`config.mk`:
```
export PLATFORM = sky130hd
export DESIGN_NAME = out_mem_reader
export DESIGN_NICKNAME = d
export VERILOG_FILES = /design/src/rtl/out_mem_reader_pkg.sv /design/src/rtl/out_rd_skid_fifo.sv /design/src/rtl/out_mem_reader.sv
export SDC_FILE = /design/constraint.sdc
export NUM_CORES = 1
export LEC_CHECK = 0
export ABC_AREA = 1
export CAP_MARGIN = 10
export CORE_ASPECT_RATIO = 0.5
export CORE_UTILIZATION = 35
export DETAILED_ROUTE_END_ITERATION = 8
export PLACE_DENSITY = 0.7
export SETUP_SLACK_MARGIN = 0.15
export SYNTH_ARGS = -nofsm -noshare
export SYNTH_HDL_FRONTEND = slang
export SYNTH_SLANG_ARGS = --single-unit
```
`constraint.sdc`:
```
create_clock -name clk -period 4.1 [get_ports clk]
set_input_delay 1.23 -clock clk [delete_from_list [all_inputs] [get_ports clk]]
set_output_delay 1.23 -clock clk [all_outputs]
set_load 0.005 [all_outputs]
```
`src/rtl/out_mem_reader_pkg.sv`:
```
// Shared constants for the output-memory write/read controllers: layer codes,
// burst lengths and the reader state encoding.
package out_mem_reader_pkg;

  localparam logic [1:0] CONV_CODE = 2'b00;
  localparam logic [1:0] FC_CODE   = 2'b01;

  localparam int CONV_ROW_WORDS = 7;
  localparam int FC_WORDS       = 1;

  typedef enum logic [1:0] {
    IDLE  = 2'd0,
    READ  = 2'd1,
    DRAIN = 2'd2
  } rd_state_t;

  function automatic logic cfg_legal(input logic [1:0] code);
    return (code == CONV_CODE) || (code == FC_CODE);
  endfunction

endpackage

```
`src/rtl/out_rd_skid_fifo.sv`:
```
// Small synchronous FIFO that absorbs out_mem read latency and DRAM backpressure.
// Head is visible combinationally; push and pop in one cycle keep the count.
module out_rd_skid_fifo #(
  parameter int W     = 33,
  parameter int DEPTH = 3,
  localparam int CNT_W = $clog2(DEPTH + 1)
) (
  input  logic             clk,
  input  logic             rst,
  input  logic             push,
  input  logic [W-1:0]     push_data,
  input  logic             pop,
  output logic [W-1:0]     head,
  output logic [CNT_W-1:0] count
);

  localparam int PTR_W = (DEPTH > 1) ? $clog2(DEPTH) : 1;

  logic [W-1:0]     mem_reg [DEPTH];
  logic [PTR_W-1:0] rd_ptr_reg, wr_ptr_reg;
  logic [CNT_W-1:0] count_reg;
  logic             push_ok, pop_ok;

  function automatic logic [PTR_W-1:0] ptr_inc(input logic [PTR_W-1:0] p);
    return (p == PTR_W'(DEPTH - 1)) ? '0 : p + 1'b1;
  endfunction

  assign pop_ok  = pop && (count_reg != '0);
  assign push_ok = push && ((count_reg != CNT_W'(DEPTH)) || pop_ok);

  always_ff @(posedge clk) begin
    if (push_ok) begin
      mem_reg[wr_ptr_reg] <= push_data;
    end
  end

  always_ff @(posedge clk) begin
    if (rst) begin
      rd_ptr_reg <= '0;
      wr_ptr_reg <= '0;
      count_reg  <= '0;
    end else begin
      if (push_ok) wr_ptr_reg <= ptr_inc(wr_ptr_reg);
      if (pop_ok)  rd_ptr_reg <= ptr_inc(rd_ptr_reg);
      case ({push_ok, pop_ok})
        2'b10:   count_reg <= count_reg + 1'b1;
        2'b01:   count_reg <= count_reg - 1'b1;
        default: count_reg <= count_reg;
      endcase
    end
  end

  assign head  = mem_reg[rd_ptr_reg];
  assign count = count_reg;

endmodule

```
`src/rtl/out_mem_reader.sv`:
```
// Drains out_mem addresses 0..N-1 to the DRAM write channel after each out_buf_ready.
// Optional OUT_MEM_READER_STALL_CNT_EN adds a saturating stall_cycles counter.
module out_mem_reader
  import out_mem_reader_pkg::*;
#(
  parameter int DATA_W  = 32,
  parameter int ADDR_W  = 13,
  parameter int MEM_LAT = 1,
  parameter int FIFO_D  = MEM_LAT + 2
) (
  input  logic              clk,
  input  logic              rst,
  input  logic [1:0]        conv_or_fc,
  input  logic              out_buf_ready,
  output logic [ADDR_W-1:0] out_mem_rd_addr,
  output logic              en_out_mem_rd,
  input  logic [DATA_W-1:0] out_mem_rdata,
  output logic              dram_wvalid,
  output logic [DATA_W-1:0] dram_wdata,
  output logic              dram_wlast,
  input  logic              dram_wready,
  output logic              busy,
  output logic              done,
  output logic              err_cfg
`ifdef OUT_MEM_READER_STALL_CNT_EN
  ,
  output logic [15:0]       stall_cycles
`endif
);

  localparam int CNT_W = $clog2(FIFO_D + 1);

  rd_state_t         state_reg, state_next;
  logic [ADDR_W-1:0] addr_reg, last_addr_reg;
  logic [MEM_LAT-1:0] tag_vld_reg, tag_last_reg;
  logic [CNT_W-1:0]  fifo_count;
  logic [CNT_W-1:0]  inflight_sum [MEM_LAT+1];
  logic [DATA_W:0]   fifo_head;
  logic              done_reg, err_reg;
  logic              start_ok, start_err, credit_ok, issue, issue_last, beat, beat_last;

  assign start_ok  = out_buf_ready && (state_reg == IDLE) && cfg_legal(conv_or_fc);
  assign start_err = out_buf_ready && !start_ok;

  assign inflight_sum[0] = '0;
  for (genvar gi = 0; gi < MEM_LAT; gi++) begin : g_inflight
    assign inflight_sum[gi+1] = inflight_sum[gi] + CNT_W'(tag_vld_reg[gi]);
  end

  // A read is only issued when its word is guaranteed a FIFO slot on return.
  assign credit_ok = ({1'b0, fifo_count} + {1'b0, inflight_sum[MEM_LAT]}) < (CNT_W + 1)'(FIFO_D);

  always_ff @(posedge clk) begin
    if (rst) state_reg <= IDLE;
    else     state_reg <= state_next;
  end

  always_comb begin
    state_next = state_reg;
    issue      = 1'b0;
    case (state_reg)
      IDLE:  if (start_ok) state_next = READ;
      READ: begin
        if (credit_ok) begin
          issue = 1'b1;
          if (addr_reg == last_addr_reg) state_next = DRAIN;
        end
      end
      DRAIN: if (beat_last) state_next = IDLE;
      default: state_next = IDLE;
    endcase
  end

  assign issue_last      = issue && (addr_reg == last_addr_reg);
  assign en_out_mem_rd   = issue;
  assign out_mem_rd_addr = addr_reg;
  assign busy            = (state_reg != IDLE);

  always_ff @(posedge clk) begin
    if (rst) begin
      addr_reg      <= '0;
      last_addr_reg <= '0;
    end else if (start_ok) begin
      addr_reg      <= '0;
      last_addr_reg <= (conv_or_fc == FC_CODE) ? ADDR_W'(FC_WORDS - 1)
                                               : ADDR_W'(CONV_ROW_WORDS - 1);
    end else if (issue && !issue_last) begin
      addr_reg <= addr_reg + 1'b1;
    end
  end

  // Tags travel alongside the memory pipeline so each returning word is pushed.
  always_ff @(posedge clk) begin
    if (rst) begin
      tag_vld_reg  <= '0;
      tag_last_reg <= '0;
    end else begin
      tag_vld_reg  <= MEM_LAT'({tag_vld_reg, issue});
      tag_last_reg <= MEM_LAT'({tag_last_reg, issue_last});
    end
  end

  out_rd_skid_fifo #(
    .W     (DATA_W + 1),
    .DEPTH (FIFO_D)
  ) u_fifo (
    .clk       (clk),
    .rst       (rst),
    .push      (tag_vld_reg[MEM_LAT-1]),
    .push_data ({tag_last_reg[MEM_LAT-1], out_mem_rdata}),
    .pop       (beat),
    .head      (fifo_head),
    .count     (fifo_count)
  );

  assign dram_wvalid = (fifo_count != '0);
  assign dram_wdata  = fifo_head[DATA_W-1:0];
  assign dram_wlast  = dram_wvalid && fifo_head[DATA_W];
  assign beat        = dram_wvalid && dram_wready;
  assign beat_last   = beat && dram_wlast;

  always_ff @(posedge clk) begin
    if (rst) begin
      done_reg <= 1'b0;
      err_reg  <= 1'b0;
    end else begin
      done_reg <= (state_reg == DRAIN) && beat_last;
      err_reg  <= start_err;
    end
  end

  assign done    = done_reg;
  assign err_cfg = err_reg;

`ifdef OUT_MEM_READER_STALL_CNT_EN
  logic [15:0] stall_cnt_reg;

  always_ff @(posedge clk) begin
    if (rst) begin
      stall_cnt_reg <= '0;
    end else if (start_ok) begin
      stall_cnt_reg <= '0;
    end else if (dram_wvalid && !dram_wready && (stall_cnt_reg != 16'hFFFF)) begin
      stall_cnt_reg <= stall_cnt_reg + 1'b1;
    end
  end

  assign stall_cycles = stall_cnt_reg;
`endif

endmodule
```
==> results.md, run 1 <==
- Avg Vias per Cell: about 4.8
- Hold Path Class: flip-flop to flip-flop
- Congestion Overflow GR: 0
- Worst hold path depth: 2
- Post-synthesis net count: around 510
- Static Leak: between 0.002 and 0.0025 uW
- Number of routed nets with antenna violations: 0
- Hold Crit Start: u_fifo.wr_ptr_reg[1]
- Synth Area in Simple Gates: about 15%
- R2R depth: 8
- Power Total: 3120 uW
- Clk sinks: about 130
- Residual DRC: 0
- I/O pin count: between 80 and 90
- Hold Path End: u_fifo.wr_ptr_reg[1]
- Starting DRT DRC Count: approximately 190
- Antenna Cells: 0
- Outcome: finished clean
- Nets: 609
- Die ar.: around 15000 sq um
- Setup TNS: 0 ns
- Multiplexer share of the synthesized area: 0%
- Critical path class: flip-flop to output pin
- Peak VDD IR: approximately 0.25 mV
- Starting Density: 36.9%
- Pre-antenna DRT Iters: 7
- CTS root buf: clkbuf_16
- Mean Syn Cell Area: 10.9 sq um
- Sequential share of the synthesized area: 68.8%
- Max clock buf depth: 2
- Filler Cell Count: between 1000 and 1500
- Setup WS post-layout: between 0.5 and 0.6 ns
- Slew Limit Headroom: between 50 and 60%
- Post-synthesis instance area: about 5000 sq um
- Distinct cells, synth: 32
- Util after Layout: 48.9%
- Worst EP required: ~2.9 ns
- F_max: between 200 and 300 MHz
- Final setup violation count: 0
- Pin slew with the least headroom to its limit: 0.664 ns
- Pre-CTS setup slack: 0.969 ns
- Synthesis warning total: 0
- Critical Path AT: 2.31 ns
- Final Hold Viols: 0
- Post-Syn Instances: 470
- CP endpoint kind: output pin
- Critical-path maximum fanout: 8
- CTS buffer count: 17
- Combinational family with the most area after synthesis: simple AND/OR/NAND/NOR gates
- Final period utilization: 86.3%
- DIE HEIGHT: about 88 um
- Cts repair resizes: 0
- Pin count of the biggest net entering global routing: 34
- Area growth syn-to-layout: 32.4%
- Total GRT Usage: between 10% and 20%
- Hold_buf cts: 0
- Worst R2R Start: u_fifo.count[0]
- Pwr Density: about 460 nW/um^2
- DR vias: approximately 3700
- Max reg flops: 99
- Unrepaired setup endpoints after global routing: no
- Clk slew on worst S/H paths: about 0.06 ns
- H-tree Lvls: 4
- PortBufs: 88
- WL final: 11200 um
- Placed Area: between 6000 and 7000 sq um
- First-pass GRT wire length: about 18000 um
- Core ar.: between 10000 and 15000 sq um
- Min Clock Period, post-route: 3.54 ns
- FF-to-FF setup slack: between 2 and 2.5 ns
- Worst R2R End: out_mem_rd_addr[1]
- Final Instance Area: around 6800 sq um
- Share of post-route cells with drive strength above 1: about 10%
- Routed len/inst: ~14 um
- Post-synthesis register bit count: 127
- Vias in the first global route: 3708
- Max cap viols: 0
- Clk_lat worst skew: 0.40 ns
- Setup bufs post-CTS: 0
- Startpoint types: flip-flop
- Die Wd: roughly 170 um
- Num rows: 30
- CTS tree: yes
- Pins over their slew limit: 0
- Area share of fa/ha/maj cells after synthesis: 0.974%
- Fin Clk Skew: between 0.006 and 0.007 ns
- Antenna violations before repair: 0
- Placer congestion estimate: roughly 0.77
- Synth Area in Compound Gates: around a tenth
- Post-synthesis xor/xnor area fraction: less than 1%
- Placed wire-length estimate: 7050 um
-- cell families after synthesis --
kind of cell	count (synthesis)
AO/OA/AOI/OAI	96
XOR/XNOR	5
adder cells (fa/ha/maj)	4
buffers and inverters	53
flip-flops	127
AND/OR/NAND/NOR	185
-- Yosys cell counts (all sizes together) --
library cell,number,share of area (%)
o211a,1,0.19
clkinv,1,0.073
nor2,65,5.0
nand2,95,7.3
inv,34,2.5
buf,8,0.95
a21oi,86,8.7
a211oi,1,0.15
xor2,4,0.68
nand3b,2,0.29
nor3,1,0.097
xnor2,1,0.17
dfxtp,28,11
edfxtp,99,58
nand4,4,0.49
ha,4,0.97
o21ai,7,0.75
clkbuf,10,0.73
nand3,17,1.9
a31oi,1,0.12
nor4,1,0.12
-- area by class of cell --
class	instances	area, sq um	share of cell area [%]
flip-flops and latches	127	3530	51.9
multi-input cells	290	1400	20.6
repair buffers	96	941	13.8
clock buffers	17	425	6.25
well taps	192	240	3.53
clock inverters	15	135	1.99
inverters	35	131	1.93
-- worst max path at each step --
stage	from	end	slack, ns	cells past startpoint
2_1_floorplan	dram_wready	u_fifo.mem_reg[2][0]	0.81	4
3_3_place_gp	u_fifo.count[0]	en_out_mem_rd	0.99	6
3_5_place_dp	flip-flop	dram_wdata[29]	0.97	5
4_1_cts	flip-flop	dram_wdata[29]	0.51	5
5_1_grt	u_fifo.count[0]	en_out_mem_rd	0.36	6
6_report	u_fifo.count[0]	en_out_mem_rd	0.56	6
-- critical path: stages (launching register included) --
cell and delay (ns):
dfxtp_1 0.35, ha_1 0.20, ha_1 0.26, a21oi_1 0.22, nand2_1 0.15, inv_2 0.18
clkdlybuf4s50_1 0.55
-- per-layer routing --
| layer | vias to the layer above | track usage [%] | wire length (um) |
|---|---|---|---|
| met5 | - | 0 | 0 |
| met4 | 0 | 5.31 | 87 |
| met3 | 7 | 4.17 | 348 |
| met2 | 65 | 28.2 | 5760 |
| met1 | 1821 | 18.5 | 4990 |
| li1 | 1812 | - | - |
-- through the flow --
stage / instances / hold WS [ns]
2_1_floorplan: 470 / 0.421
3_3_place_gp: 740 / 0.454
3_5_place_dp: 740 / 0.459
4_1_cts: 772 / 0.467
5_1_grt: 772 / 0.476
6_report: 772 / 0.469
-- layout by cell type, fill, tap and decap left out, types with 2 or more instances in the layout --
cell,netlist,layout
clkinv_1,1,2
nor2_1,61,61
edfxtp_1,99,99
a21oi_1,81,81
ha_1,4,4
nor2_2,3,3
nand2_1,90,90
nand3b_1,2,2
o21ai_0,6,6
clkinvlp_4,0,3
clkinv_2,0,3
nand2_2,4,4
buf_4,1,8
clkdlybuf4s50_1,0,88
inv_6,0,5
nand4_1,4,4
inv_2,3,3
xor2_1,4,4
dfxtp_1,28,28
nand3_1,16,16
inv_1,31,31
clkbuf_16,0,17
a21oi_2,5,5
-- report_power, final --
part / internal (uW) / switching, uW / total, uW
Combinational: 155 / 142 / 297
Clock: 841 / 562 / 1400
Sequential: 1400 / 12.1 / 1420
Power figures use the tool's default switching activity.
==> run 2: changes to the inputs <==
CELL_PAD_IN_SITES_DETAIL_PLACEMENT = 1   (was default)
CELL_PAD_IN_SITES_GLOBAL_PLACEMENT = 2   (was default)
CORE_UTILIZATION = 31   (was 35)
PLACE_DENSITY = 0.87   (was 0.7)
==> run 2 against run 1 <==
Compared with the run above:
- register-to-register slack worse by 0.04 ns
- worst setup slack worse by 0.019 ns
- largest cell class unchanged
- critical path type unchanged
- final cell count up 3.6%
==> results.md, run 2 (synthesized netlist as in run 1, its figures left out) <==
- Pwr Density: between 400 and 500 nW/um^2
- Max reg flops: 99
- CP endpoint kind: output pin
- Antenna Cells: 0
- Placer congestion estimate: 0.740
- Die Wd: 184 um
- Startpoint types: flip-flop
- F_max: around 280 MHz
- Hold Crit Start: tag_last_reg
- Max cap viols: 0
- Starting DRT DRC Count: 149
- Die ar.: 17100 sq um
- Fin Clk Skew: about 0.0094 ns
- Clk sinks: about 130
- Commonest cells after routing, fill and taps aside: edfxtp_1 (99), nand2_1 (90), clkdlybuf4s50_1 (88), a21oi_1 (81), nor2_1 (61)
- Most frequent CP cell: ha_1
- Final Hold Viols: 0
- Antenna violations before repair: 0
- Core ar.: approximately 16000 sq um
- Setup bufs post-CTS: 0
- CTS tree: yes
- Clk slew on worst S/H paths: around 0.06 ns
- Nets: slightly above 600
- Static Leak: 0.00251 uW
- Pin slew with the least headroom to its limit: about 0.56 ns
- Clk_lat worst skew: 0.40 ns
- Critical path class: flip-flop to output pin
- Final period utilization: a little under 90%
- Num rows: 32
- Critical Path AT: ~2.3 ns
- Pre-CTS setup slack: approximately 0.98 ns
- Starting Density: about a third
- Hold_buf cts: 0
- Critical-path maximum fanout: 8
- H-tree Lvls: 4
- Min Clock Period, post-route: 3.56 ns
- Setup WS post-layout: approximately 0.54 ns
- Worst hold path depth: 0
- Residual DRC: 0
- Final setup violation count: 0
- Congestion Overflow GR: 0
- Pins over their slew limit: 0
- Hold Path End: u_fifo.mem_reg[2][32]
- Slowest stage delay, CP: 0.54 ns
- DR vias: approximately 3700
- Outcome: finished clean
- CTS root buf: clkbuf_16
- Area growth syn-to-layout: 34.7%
- Commonest non-fill, non-tap cell in the layout: edfxtp_1
- WL final: around 13000 um
- Setup TNS: 0 ns
- FF-to-FF setup slack: around 2.2 ns
- Critical-path top delay cell: clkdlybuf4s50_1
- Worst R2R Start: u_fifo.count[0]
- Worst R2R End: out_mem_rd_addr[5]
- Vias in the first global route: about 4000
- Worst EP required: 2.87 ns
- PortBufs: 88
- Peak VDD IR: around 0.35 mV
- R2R depth: 7
- Avg Vias per Cell: roughly 4.6
- Total GRT Usage: between 15 and 20%
- Number of routed nets with antenna violations: 0
- Slew Limit Headroom: a little over three fifths
- Placed wire-length estimate: 8040 um
- Routed len/inst: about 16 um
- Unrepaired setup endpoints after global routing: no
- CTS buffer count: 17
- Pre-antenna DRT Iters: 4
- Pin count of the biggest net entering global routing: 34
- Hold Path Class: flip-flop to flip-flop
- Cts repair resizes: 0
- I/O pin count: 89
- First-pass GRT wire length: 20000 um
- Crit path cell chain: ha_1 > ha_1 > a21oi_1 > nand2_1 > inv_2 > clkdlybuf4s50_1
- Share of post-route cells with drive strength above 1: between 10 and 15%
- Max clock buf depth: 2
- DIE HEIGHT: 93.0 um
-- run 2: cell types whose count changed in the layout (fill, tap and decap cells not counted), sizes merged --
cell      before  now
buf            8    7
bufinv         1    4
clkbuf        17   18
clkinv         6    5
clkinvlp       3    1
inv           40   39
-- run 2: critical path, delay by kind of cell, from the launching register on --
family,cells,cell delay [ns]
buffers and inverters,2,0.72
adders and majority gates,2,0.46
DFF,1,0.36
AOI/OAI and AO/OA,1,0.23
and+or+nand+nor,1,0.15
-- run 2: final cells by class --
| class | instances | area, sq um |
|---|---|---|
| Tap cell | 221 | 277 |
| Clock buffer | 18 | 429 |
| Timing Repair Buffer | 95 | 946 |
| Sequential cell | 127 | 3530 |
| Inverter | 35 | 131 |
| Clock inverter | 14 | 205 |
| Multi-Input combinational cell | 290 | 1400 |
| Fill cell | 1725 | 8890 |
-- run 2: how the worst max path moves through the flow --
stage	start	endpoint	slack [ns]	cells after the start
after global routing	u_fifo.count[0]	en_out_mem_rd	0.36	6
after detailed placement	u_fifo.count[0]	en_out_mem_rd	0.98	6
after floorplan	dram_wready	u_fifo.mem_reg[2][0]	0.81	4
after CTS	u_fifo.count[0]	en_out_mem_rd	0.52	6
after global placement	u_fifo.count[0]	en_out_mem_rd	1.02	6
final	u_fifo.count[0]	en_out_mem_rd	0.54	6
-- run 2: metal layers --
metal	global-route usage (%)	up-vias	share of wire (%)	wire [um]
li1	-	1806	-	-
met1	18.4	1835	44	5550
met2	28.2	60	52	6630
met3	4.05	7	3.4	430
met4	4.31	0	0.44	56
met5	0	-	0	0
-- run 2: metrics by stage --
step                      hold slack [ns]  instances  total power (uW)  area (sq um)  utilization (%)
after floorplan                     0.421        470              1560          5140                -
after global placement              0.430        768              1740          6290             39.7
after detailed placement            0.449        768              1750          6290             39.7
after CTS                           0.464        800              3370          6920             43.8
after global routing                0.490        800              3450          6920             43.8
final                               0.466        800              3330          6920             43.8
-- run 2: power breakdown --
| group | total (uW) | leakage (uW) | internal [uW] | switching (uW) |
|---|---|---|---|---|
| combinational | 303 | 0.00108 | 156 | 148 |
| clock | 1610 | 0.000308 | 1030 | 581 |
| sequential | 1420 | 0.00112 | 1400 | 10.7 |
| total | 3330 | 0.00251 | 2590 | 739 |
==> RTL edit 1 (flow settings as in run 1) <==
The parameter `ADDR_W` goes from 13 to 12.
--- a/src/rtl/out_mem_reader.sv
+++ b/src/rtl/out_mem_reader.sv
@@ -4,7 +4,7 @@
   import out_mem_reader_pkg::*;
 #(
   parameter int DATA_W  = 32,
-  parameter int ADDR_W  = 13,
+  parameter int ADDR_W  = 12,
   parameter int MEM_LAT = 1,
   parameter int FIFO_D  = MEM_LAT + 2
 ) (
Interface: changed (resized out_mem_rd_addr); port bits go from 89 to 88. No check against the original RTL was run, so the function may have changed too.
==> RTL edit 1 against run 1 <==
Synthesized area fell by 1.7%. Non-clock buffer count grew 1. Highest routed layer unchanged. Sequential cell count fell by 1. Maximum frequency shrank 2.8%. Cell area decreased by 1.3%. Power fell by 0.40%. Setup slack lost 0.10 ns. Largest power group unchanged. Wire length fell by 0.96%. Utilization is 0.24 points lower.
==> RTL edit 1: results (changes against run 1) <==
RUN STATUS
---------------------------------------------------------------------------------
Outcome                                                              finished, final reports clean

POWER
---------------------------------------------------------------------------------
LEAKAGE                                                                   2.47 nW   +0.18%
Worst supply voltage drop on vdd                                       0.000249 V   -0.97%

SYNTH
---------------------------------------------------------------------------------
Top cells by area in the synthesized netlist                         sky130_fd_sc_hd__edfxtp_1 59%, sky130_fd_sc_hd__dfxtp_1 11%, sky130_fd_sc_hd__a21oi_1 7.9%, sky130_fd_sc_hd__nand2_1 6.4%, sky130_fd_sc_hd__nor2_1 4.1%
Post-synthesis sequential area ratio                                        69.6%   +0.81 points
List of most frequent post-synthesis cells                           99 x sky130_fd_sc_hd__edfxtp_1, 86 x sky130_fd_sc_hd__nand2_1, 80 x sky130_fd_sc_hd__a21oi_1
Number of distinct library cells after synthesis                               29   -9.4%

DRT
---------------------------------------------------------------------------------
Met2 wire length                                                          5550 µm   -3.6%
DR iter-0 viols                                                               229   +24%
Number of optimization iterations in the first detailed-route pass              4   -3
Detailed-routing wirelength on met1                                       4930 µm   -1.3%
Detail Route met3 WL                                                       512 µm   +47%
Per-cell routed wire length                                               14.6 µm   +0.74%
Via total after detailed routing                                             3577   -3.5%

PLACED DESIGN
---------------------------------------------------------------------------------
Detailed placer's ending HPWL                                             7140 µm   +1.3%
GP Congestion                                                               0.810   +4.6%
Count of buffers from port buffering                                           87   -1.1%

FINISH
---------------------------------------------------------------------------------
Proportion of layout cells with a drive suffix above 1                      8.66%   -1.5 points
Final Net Count                                                               596   -2.1%

STA
---------------------------------------------------------------------------------
Measured slew at the worst slew-check pin                                0.502 ns   -0.162 ns
Max Clock Skew                                                         0.00753 ns   +0.00112 ns

GRT
---------------------------------------------------------------------------------
Global-route usage over all layers                                          15.9%   +0.29 points
Antenna violations before repair                                                1   +1
First-pass GRT wire length                                               17800 µm   -2.8%
Pin count of the biggest net entering global routing                           34   unchanged
Vias in the first global route                                               3552   -4.2%

SETUP PATH
---------------------------------------------------------------------------------
Max Fanout on Critical Path                                                    14   +6

RTL edit 1: worst paths after layout:
kind	startpoint	end	slack, ns
worst max-delay path	flop	dram_wdata[13]	0.46
worst min-delay path	u_fifo.wr_ptr_reg[1]	u_fifo.wr_ptr_reg[1]	0.47
worst max register to register	u_fifo.count[0]	out_mem_rd_addr[11]	2.15
worst min register to register	u_fifo.wr_ptr_reg[1]	u_fifo.wr_ptr_reg[1]	0.47
RTL edit 1: per-stage QoR:
stage / cells / utilization, % / total power, mW / hold slack (ns) / worst slack, ns
after global routing: 758 / 48.6 / 3.22 / 0.495 / 0.316
after floorplan: 456 / - / 1.55 / 0.421 / 0.809
final: 759 / 48.6 / 3.10 / 0.470 / 0.456
after global placement: 727 / 44.6 / 1.72 / 0.456 / 0.939
after CTS: 758 / 48.6 / 3.13 / 0.475 / 0.436
after detailed placement: 727 / 44.6 / 1.73 / 0.468 / 0.871
RTL edit 1: per-layer routing:
metal,up-vias,track usage (%)
li1,1771,-
met1,1735,19.0
met2,63,27.5
met3,8,5.59
met4,0,4.51
met5,-,0
RTL edit 1: logic make-up after synthesis:
kind of cell	Yosys count	synth area share, %
fa+ha+maj	4	0.991
flops	126	69.6
compound gates	96	10.0
buf+inv	55	4.46
xor+xnor	3	0.520
simple gates	172	14.4
RTL edit 1: layout make-up:
| cell class | count | area [µm²] |
|---|---|---|
| antenna | 1 | 2.50 |
| timing repair buffer | 97 | 946 |
| fill | 1283 | 7100 |
| tap | 192 | 240 |
| sequential | 126 | 3510 |
| multi-input combinational | 275 | 1320 |
| inverter | 37 | 139 |
| clock buffer | 19 | 433 |
| clock inverter | 12 | 121 |
RTL edit 1: worst max-delay path, stage by stage (launching register included):
cell	delay, ns
sky130_fd_sc_hd__dfxtp_1	0.63
sky130_fd_sc_hd__clkinv_1	0.42
sky130_fd_sc_hd__buf_4	0.32
sky130_fd_sc_hd__nor2_1	0.12
sky130_fd_sc_hd__a21oi_1	0.06
sky130_fd_sc_hd__clkdlybuf4s50_1	0.46
RTL edit 1: where the power goes:
part | internal [mW] | leakage (nW) | switching [mW] | total, mW
clock network | 0.884 | 0.270 | 0.523 | 1.41
logic | 0.154 | 1.09 | 0.136 | 0.290
registers | 1.40 | 1.11 | 0.0116 | 1.41
total | 2.43 | 2.47 | 0.672 | 3.10
==> RTL edit 2 (flow settings as in run 1) <==
Made on the original files. Re-encode `rd_state_t` (3 states) as one-hot, 3 bits wide.
--- a/src/rtl/out_mem_reader_pkg.sv
+++ b/src/rtl/out_mem_reader_pkg.sv
@@ -8,10 +8,10 @@
   localparam int CONV_ROW_WORDS = 7;
   localparam int FC_WORDS       = 1;
 
-  typedef enum logic [1:0] {
-    IDLE  = 2'd0,
-    READ  = 2'd1,
-    DRAIN = 2'd2
+  typedef enum logic [2:0] {
+    IDLE  = 3'b001,
+    READ  = 3'b010,
+    DRAIN = 3'b100
   } rd_state_t;
 
   function automatic logic cfg_legal(input logic [1:0] code);
Behaviour: no difference found for any inputs over 4 cycles, from zero or initial values and one cycle with rst high; so few cycles prove little.
==> RTL edit 2 against run 1 <==
Wire length is 3.7% lower. Setup slack better by 0.21 ns. Sequential share of layout area is 0.58 points higher. Clock skew is 0.0012 ns higher. Hold slack better by 0.011 ns. Maximum frequency is 6.2% higher. Cell area is 0.55% lower. Global-route usage is 1.2 points lower. Sequential cell count is 1 higher. Synthesized area hardly changed. Critical path depth is 1 lower. Largest cell class unchanged.
Power is not compared: it rests on default switching activity, and its combinational part moved more than twofold at a synthesized area within 25%.
==> RTL edit 2: results (changes against run 1) <==
SETUP PATH
---------------------------------------------------------------------------------
Data arrival, critical path                                               2.11 ns   -0.20 ns
Count of cells along the worst register-to-register path                        9   +1

PLACED DESIGN
---------------------------------------------------------------------------------
Detailed placer's ending HPWL                                             6790 µm   -3.6%
GP Congestion                                                               0.885   +14%
DP Cell Count                                                                 729   -1.5%
DP Area                                                               0.00622 mm²   -0.36%

DRT
---------------------------------------------------------------------------------
Per-cell routed wire length                                               14.2 µm   -2.2%
Number of optimization iterations in the first detailed-route pass              4   -3
Via total after detailed routing                                             3551   -4.2%
DR iter-0 viols                                                               182   -1.6%
Drt total wl                                                             10800 µm   -3.7%

GRT
---------------------------------------------------------------------------------
Pin count of the biggest net entering global routing                           35   +2.9%
Global-route usage over all layers                                          14.4%   -1.2 points
First-pass GRT wire length                                               16700 µm   -8.8%
Vias in the first global route                                               3378   -8.9%

RUN STATUS
---------------------------------------------------------------------------------
Outcome                                                              finished, final reports clean

SYNTH
---------------------------------------------------------------------------------
Net count after synthesis                                                     503   -1.8%
Post-synthesis sequential area ratio                                        69.1%   +0.37 points
Number of distinct library cells after synthesis                               29   -9.4%
Mean cell area of the mapped netlist                                     11.1 µm²   +2.0%
Adder-cell share of the synthesized area                                   0.974%   about the same
Share of the synthesized netlist area taken by xor and xnor gates           1.19%   +0.34 points
List of most frequent post-synthesis cells                           99 x sky130_fd_sc_hd__edfxtp_1, 82 x sky130_fd_sc_hd__a21oi_1, 81 x sky130_fd_sc_hd__nand2_1

STA
---------------------------------------------------------------------------------
Max Clock Skew                                                         0.00762 ns   +0.00122 ns

FINISH
---------------------------------------------------------------------------------
Final Net Count                                                               598   -1.8%

-- RTL edit 2: cell count changes after synthesis, sizes merged, moves of 2 or more --
cell and delta:
xor2 +3, buf -3, nand3b -2, nor3 +10
nand2 -13, nor2 -11, clkbuf +3, inv +4
-- RTL edit 2: tightest hold or removal path: cells and delay by family (launching register included) --
family             cells  cell delay, ns
AOI/OAI and AO/OA      1            0.06
DFF                    1            0.31
and+or+nand+nor        1            0.06
-- RTL edit 2: per-layer routing --
| metal | up-vias | wire length (µm) | track usage (%) |
|---|---|---|---|
| li1 | 1782 | - | - |
| met1 | 1672 | 4790 | 17.1 |
| met2 | 87 | 5280 | 25.2 |
| met3 | 10 | 582 | 4.77 |
| met4 | 0 | 112 | 4.83 |
| met5 | - | 0 | 0 |
-- RTL edit 2: final cells by class --
type	instances	area, µm²
Multi-Input combinational cell	277	1360
Sequential cell	128	3550
Timing Repair Buffer	94	926
Inverter	38	143
Tap cell	192	240
Clock buffer	18	429
Fill cell	1225	7160
Clock inverter	13	116
